<file path="src/rtl/dec_mseq_correlator.sv">
// Serial correlator for a 31-chip m-sequence: shifts one chip per clock and
// registers 2x the number of buffer bits that agree with the template.
module dec_mseq_correlator #(
  parameter int unsigned N = 31,
  parameter logic [N-1:0] TEMPLATE = 31'b0011001001111101110001010110100
) (
  input  logic         clk,
  input  logic         rst,
  input  logic         signal,
  output logic [7:0]   data,
  output logic [N-1:0] buff_wr
);

  logic [31:0] eq;
  logic [1:0]  sum1 [16];
  logic [2:0]  sum2 [8];
  logic [3:0]  sum3 [4];
  logic [4:0]  sum4 [2];
  logic [4:0]  match;

  // Pad to 32 leaves so the adder tree stays perfectly balanced.
  assign eq = {1'b0, ~(buff_wr ^ TEMPLATE)};

  for (genvar i = 0; i < 16; i++) begin : g_l1
    assign sum1[i] = {1'b0, eq[2*i]} + {1'b0, eq[2*i+1]};
  end
  for (genvar i = 0; i < 8; i++) begin : g_l2
    assign sum2[i] = {1'b0, sum1[2*i]} + {1'b0, sum1[2*i+1]};
  end
  for (genvar i = 0; i < 4; i++) begin : g_l3
    assign sum3[i] = {1'b0, sum2[2*i]} + {1'b0, sum2[2*i+1]};
  end
  for (genvar i = 0; i < 2; i++) begin : g_l4
    assign sum4[i] = {1'b0, sum3[2*i]} + {1'b0, sum3[2*i+1]};
  end

  // At most 31 leaves are set, so the final sum fits in 5 bits.
  assign match = sum4[0] + sum4[1];

  always_ff @(posedge clk or posedge rst) begin
    if (rst) begin
      buff_wr <= '0;
      data    <= '0;
    end else begin
      buff_wr <= {signal, buff_wr[N-1:1]};
      data    <= {2'b00, match, 1'b0};
    end
  end

endmodule

</file>
<file path="config.mk">
export PLATFORM = sky130hd
export DESIGN_NAME = dec_mseq_correlator
export DESIGN_NICKNAME = d
export VERILOG_FILES = /design/src/rtl/dec_mseq_correlator.sv
export SDC_FILE = /design/constraint.sdc
export NUM_CORES = 1
export LEC_CHECK = 0
export ABC_CLOCK_PERIOD_IN_PS = 4630
export CAP_MARGIN = 5
export CORE_UTILIZATION = 45
export CTS_BUF_LIST = sky130_fd_sc_hd__clkbuf_4
export DETAILED_ROUTE_END_ITERATION = 6
export MAX_ROUTING_LAYER = met4
export PLACE_DENSITY = 0.77
export SYNTH_ARGS = -nofsm -noshare
export SYNTH_HDL_FRONTEND = slang
export SYNTH_SLANG_ARGS = --single-unit
</file>
<file path="constraint.sdc">
create_clock -name clk -period 4.63 [get_ports clk]
set_clock_uncertainty 0.2 [all_clocks]
set_input_delay 1.1575 -clock clk [delete_from_list [all_inputs] [get_ports clk]]
set_output_delay 1.1575 -clock clk [all_outputs]
set_load 0.1 [all_outputs]
</file>
==> flow_summary.yaml, run 1 <==
status:
  status: "finished, violations left"
  violations: "setup timing"
drt:
  ant_nets: 0
  firstDrtPassIters: 3
  drtIter0Drc: 19
  drc: 0
  via_per_inst: 4.26
  via_count: 971
  wirelength_um: 2990
  wl_per_cell_um: 13.1
grt:
  grtUsageTotal_pct: 19.2
  grt_first_pass_wirelength_um: 5340
  grt_pass1_vias: 1126
  grt-ovfl-total: 0
  antenna_found_initial: 0
  grt_max_degree: 30
sta:
  whs_ns: 0.211
  fmax_mhz: 200
  worst_slew_pin_slew_ns: 1.08
  relSlewSlack_pct: 28.2
  slew_violations: 0
  finalHoldViolCount: 0
  post-route-min-period_ns: 4.99
  rsz0062_at_grt: "yes"
  finalWorstSetupSlack_ns: -0.362
  period_share_pct: 108
  setup_viol: 4
clocking:
  clockRootBuffer: "clkbuf_4"
  numCtsBuffers: 5
  insertion_delay_ns: 0.33
  cts_max_level: 2
  postCtsHoldBufs: 0
  clkSinkCount: 36
  clock_path_buffers: 2
  cts_tree: "done"
  clk_pin_slew_ns: 0.11
min_path:
  min_from: "buff_wr[8]"
  holdCritPathClass: "reg -> reg"
worst_setup_path:
  end_kind: "flip-flop"
  critical_path.cell_chain: "inv_2 -> fa_1 -> fa_1 -> inv_1 -> fa_1 -> inv_1 -> fa_1 -> inv_1 -> fa_1 -> inv_2 -> fa_1 -> inv_2 -> fa_2 -> inv_2 -> fa_2 -> a21o_2 -> a21oi_2 -> xnor2_1"
  worstSetupStartpointType: "flip-flop"
  regToRegStartpoint: "buff_wr[25]"
  path_class: "reg -> reg"
  max_stage_delay_ns: 0.51
  worstPathArrival_ns: 5.05
  critPathTopFamily: "adder cells"
  path_buf_inv: 7
  cpMostUsedCell: "fa_1"
  critical_path.startpoint: "buff_wr[25]"
  cp_max_fo: 2
  critPathSlowestCell: "fa_1"
  required_ns: 4.69
place:
  dp_hpwl_um: 2470
  dp.cells: 216
  port_buffers: 38
  gp_congestion: 0.737
layout:
  final_layout_size_suffix_gt1_share_pct: 30.8
  regArea_um2: 950
  multi_input_area_um2: 639
  areaGrowthSynthToFinish_pct: 42.6
  most-common-layout-cells: "clkdlybuf4s50_1, inv_1, dfrtp_1"
  antenna_cells: 0
  fin_nets: 214
  final_common_cell: "clkdlybuf4s50_1"
  fillers: 246
  final_cells: 228
synthesis:
  synthTopCellsByArea: "dfrtp_1, fa_1, inv_1, ha_1, buf_4"
  synth_cell_types: 12
  yosysTopAreaCell: "dfrtp_1"
  synth_cells: 116
  synth_seq_cells: 36
  yosysTopAreaCellShare_pct: 53.7
  syn_area_mm2: 0.00168
  synth_area_per_cell_um2: 14.5
  yosysSeqAreaShare_pct: 53.7
  synth_warnings: 0
die:
  core_region_area_mm2: 0.00344
  dieWidth_um: 63.1
  dieArea_mm2: 0.00398
  io_pins: 42
  start_util_pct: 48.8
  fp.dieH_um: 63.1
  rows: 21
flow_run:
  max-cap-violations: 0
-- layer usage --
| metal | global-route usage [%] | part of all wire, % | vias to the layer above |
|---|---|---|---|
| li1 | - | - | 451 |
| met1 | 23.6 | 41 | 486 |
| met2 | 30.6 | 53 | 29 |
| met3 | 4.71 | 4.5 | 5 |
| met4 | 7.85 | 2.1 | 0 |
| met5 | - | 0 | - |
-- metrics by stage --
| stage | util (%) | instance area (um2) | setup WS (ns) | setup TNS [ns] |
|---|---|---|---|---|
| floorplan | - | 1740 | -0.411 | -1.04 |
| global placement | 66.3 | 2280 | -0.317 | -0.913 |
| detailed placement | 66.3 | 2280 | -0.441 | -1.29 |
| CTS | 69.0 | 2370 | -0.403 | -1.21 |
| global route | 69.6 | 2390 | -0.527 | -1.62 |
| finish | 69.6 | 2390 | -0.362 | -1.02 |
-- logic make-up (layout without fill, tap and decap cells) --
| group | count (synthesis) | count (layout) | share of synthesized area [%] |
|---|---|---|---|
| AO/OA/AOI/OAI | 4 | 4 | 1.86 |
| buffers and inverters | 42 | 106 | 10.1 |
| adder cells (fa/ha/maj) | 30 | 30 | 32.6 |
| flip-flops | 36 | 36 | 53.7 |
| other | 1 | 3 | 0.223 |
| XOR/XNOR | 3 | 3 | 1.57 |
-- Yosys cell counts, drive strengths merged --
library cell and number:
a21o 2, a21oi 1, a31oi 1, buf 3, conb 1, dfrtp 36
fa 23, ha 7, inv 39, xnor2 2, xor2 1
-- sequential cells by signal (all words and copies together), names as in the netlist --
register and cells:
buff_wr 31, data 5
-- final timing paths --
| path | cells after the start | to | slack [ns] |
|---|---|---|---|
| worst min-delay path | 0 | buff_wr[7] | 0.21 |
| worst max register to register | 18 | data[5] | -0.36 |
| min in group asynchronous | 2 | buff_wr[7] | 1.19 |
| worst min register to register | 0 | buff_wr[7] | 0.21 |
| worst max-delay path | 18 | data[5] | -0.36 |
| max in group asynchronous | 2 | buff_wr[19] | 2.26 |
-- layout make-up --
| cell class | instances | area share (%) |
|---|---|---|
| Multi-Input combinational cell | 40 | 26.7 |
| Clock inverter | 1 | 0.157 |
| Inverter | 39 | 6.11 |
| Sequential cell | 36 | 39.7 |
| Timing Repair Buffer | 59 | 22.8 |
| Clock buffer | 7 | 2.19 |
| Tap cell | 46 | 2.40 |
-- repair_timing --
| item | 4_1_cts | 5_1_grt |
|---|---|---|
| buffers inserted | 4 | 0 |
| hold endpoints to repair | 0 | 0 |
| pin swaps | 15 | 4 |
| gates resized for setup | 7 | 5 |
| endpoints found under the setup margin | 4 | 5 |
Power of run 1 is not shown: default switching activity piles up to over one toggle a cycle in this logic, so the estimate is an artifact.
==> run 2, diff against run 1 <==
--- a/config.mk
+++ b/config.mk
@@ -7,6 +7,7 @@
 export LEC_CHECK = 0
 export ABC_CLOCK_PERIOD_IN_PS = 4630
 export CAP_MARGIN = 5
+export CORE_MARGIN = 2
 export CORE_UTILIZATION = 45
 export CTS_BUF_LIST = sky130_fd_sc_hd__clkbuf_4
 export DETAILED_ROUTE_END_ITERATION = 6
==> run 2 against run 1 <==
  * The flow still finishes with violations (setup timing)
  * Via count fell by 0.41%
  * Die area rose by 6.4%
  * Maximum frequency fell by 0.66%
  * Sequential cell count did not move
  * Critical path type unchanged
  * Cell count rose by 0.88%
  * Worst setup slack got worse by 0.033 ns
  * Clock-buffer cell count fell by 1
  * Utilization fell by 3.9 points
  * Sequential share of layout area rose by 0.15 points
==> flow_summary.yaml, run 2 (same netlist as run 1, synthesis figures left out) <==
status:
  status: "finished, violations left"
  violations: "setup timing"
sta:
  whs_ns: 0.211
  relSlewSlack_pct: 27.4
  finalHoldViolCount: 0
  rsz0062_at_grt: "yes"
  post-route-min-period_ns: 5.03
  worst_slew_pin_slew_ns: 1.09
  fmax_mhz: 199
  slew_violations: 0
  setup_viol: 4
  finalWorstSetupSlack_ns: -0.396
  period_share_pct: 109
drt:
  ant_nets: 0
  via_count: 967
  firstDrtPassIters: 3
  via_per_inst: 4.20
  drtIter0Drc: 23
  wirelength_um: 2990
  wl_per_cell_um: 13.0
  drc: 0
die:
  core_region_area_mm2: 0.00363
  io_pins: 42
  start_util_pct: 46.2
  rows: 22
  dieArea_mm2: 0.00424
  fp.dieH_um: 65.1
  dieWidth_um: 65.1
grt:
  antenna_found_initial: 0
  grt_pass1_vias: 1079
  grtUsageTotal_pct: 17.3
  grt_first_pass_wirelength_um: 5110
  grt_max_degree: 31
  grt-ovfl-total: 0
place:
  dp_hpwl_um: 2420
  gp_congestion: 0.832
  post-place-ws_ns: -0.386
  port_buffers: 38
clocking:
  clk_pin_slew_ns: 0.10
  postCtsHoldBufs: 0
  numCtsBuffers: 5
  cts_tree: "done"
  insertion_delay_ns: 0.33
  clockRootBuffer: "clkbuf_4"
  clkSinkCount: 36
  clock_path_buffers: 2
  cts_max_level: 2
layout:
  fillers: 274
  final_common_cell: "clkdlybuf4s50_1"
  fin_nets: 214
  areaGrowthSynthToFinish_pct: 42.1
  regArea_um2: 950
  most-common-layout-cells: "clkdlybuf4s50_1, inv_1, dfrtp_1, buf_4, fa_1"
  reg_top3: "buff_wr (31), data (5)"
  antenna_cells: 0
  multi_input_area_um2: 639
  largest_reg_flops: 31
  final_layout_size_suffix_gt1_share_pct: 29.7
  regMostFlops: "buff_wr"
flow_run:
  max-cap-violations: 0
worst_setup_path:
  cp_max_fo: 2
  path_class: "reg -> reg"
  critical_path.cell_chain: "fa_1 -> inv_2 -> fa_1 -> inv_1 -> fa_2 -> fa_1 -> inv_2 -> fa_1 -> inv_1 -> fa_1 -> inv_2 -> fa_2 -> inv_2 -> fa_2 -> a21o_2 -> a21oi_2 -> xnor2_1"
  end_kind: "flip-flop"
  cpMostUsedCell: "fa_1"
  critPathSlowestCell: "fa_1"
  worstSetupStartpointType: "flip-flop"
  max_stage_delay_ns: 0.56
  worstPathArrival_ns: 5.08
  required_ns: 4.69
min_path:
  holdCritPathClass: "reg -> reg"
-- run 2: cell types whose count changed in the layout (fill, tap and decap cells not counted) --
cell      before  now
inv_2          7    6
clkbuf_4       7    6
clkinv_1       1    2
buf_4         19   21
inv_1         32   33
buf_6          2    0
-- run 2: final cells by class --
| cell class | instances | area share (%) |
|---|---|---|
| multi-input cells | 40 | 26.8 |
| well taps | 48 | 2.52 |
| clock buffers | 6 | 1.89 |
| clock inverters | 2 | 0.315 |
| inverters | 39 | 6.14 |
| flip-flops and latches | 36 | 39.8 |
| repair buffers | 59 | 22.5 |
-- run 2: per-stage QoR --
step,area (um2),setup TNS (ns),util [%],cells
6_report,2390,-1.10,65.7,230
2_1_floorplan,1740,-1.04,-,118
3_3_place_gp,2300,-0.910,63.3,220
4_1_cts,2370,-1.26,65.1,230
3_5_place_dp,2300,-1.13,63.3,220
5_1_grt,2390,-1.66,65.7,230
-- run 2: worst paths after layout --
| kind | start | end | slack (ns) | cells past startpoint |
|---|---|---|---|---|
| hold / removal | buff_wr[28] | buff_wr[27] | 0.21 | 0 |
| max in group asynchronous | rst | buff_wr[27] | 2.25 | 2 |
| min in group asynchronous | rst | buff_wr[11] | 1.20 | 2 |
| setup reg to reg | buff_wr[7] | data[5] | -0.40 | 17 |
| setup / recovery | buff_wr[7] | data[5] | -0.40 | 17 |
| hold reg to reg | buff_wr[28] | buff_wr[27] | 0.21 | 0 |
-- run 2: layer usage --
| layer | routed length (um) | track usage (%) | up-vias |
|---|---|---|---|
| met1 | 1260 | 22.4 | 477 |
| met4 | 66 | 8.33 | 0 |
| li1 | - | - | 452 |
| met2 | 1540 | 25.5 | 30 |
| met5 | 0 | - | - |
| met3 | 126 | 4.69 | 8 |
-- run 2: what timing repair did --
action,4_1_cts,5_1_grt
buffers inserted,2,2
setup endpoints to repair,4,5
pin swaps,3,5
gates resized for setup,1,8
hold endpoints to repair,0,0
-- run 2: worst max-delay path: cells and delay by family (launching register included) --
family,cells,cell delay (ns)
buffers and inverters,6,0.34
DFF,1,0.50
adders and majority gates,8,3.45
xor gates and xnor gates,1,0.12
AOI/OAI and AO/OA,2,0.34
Power of run 2 is left out for the same reason.
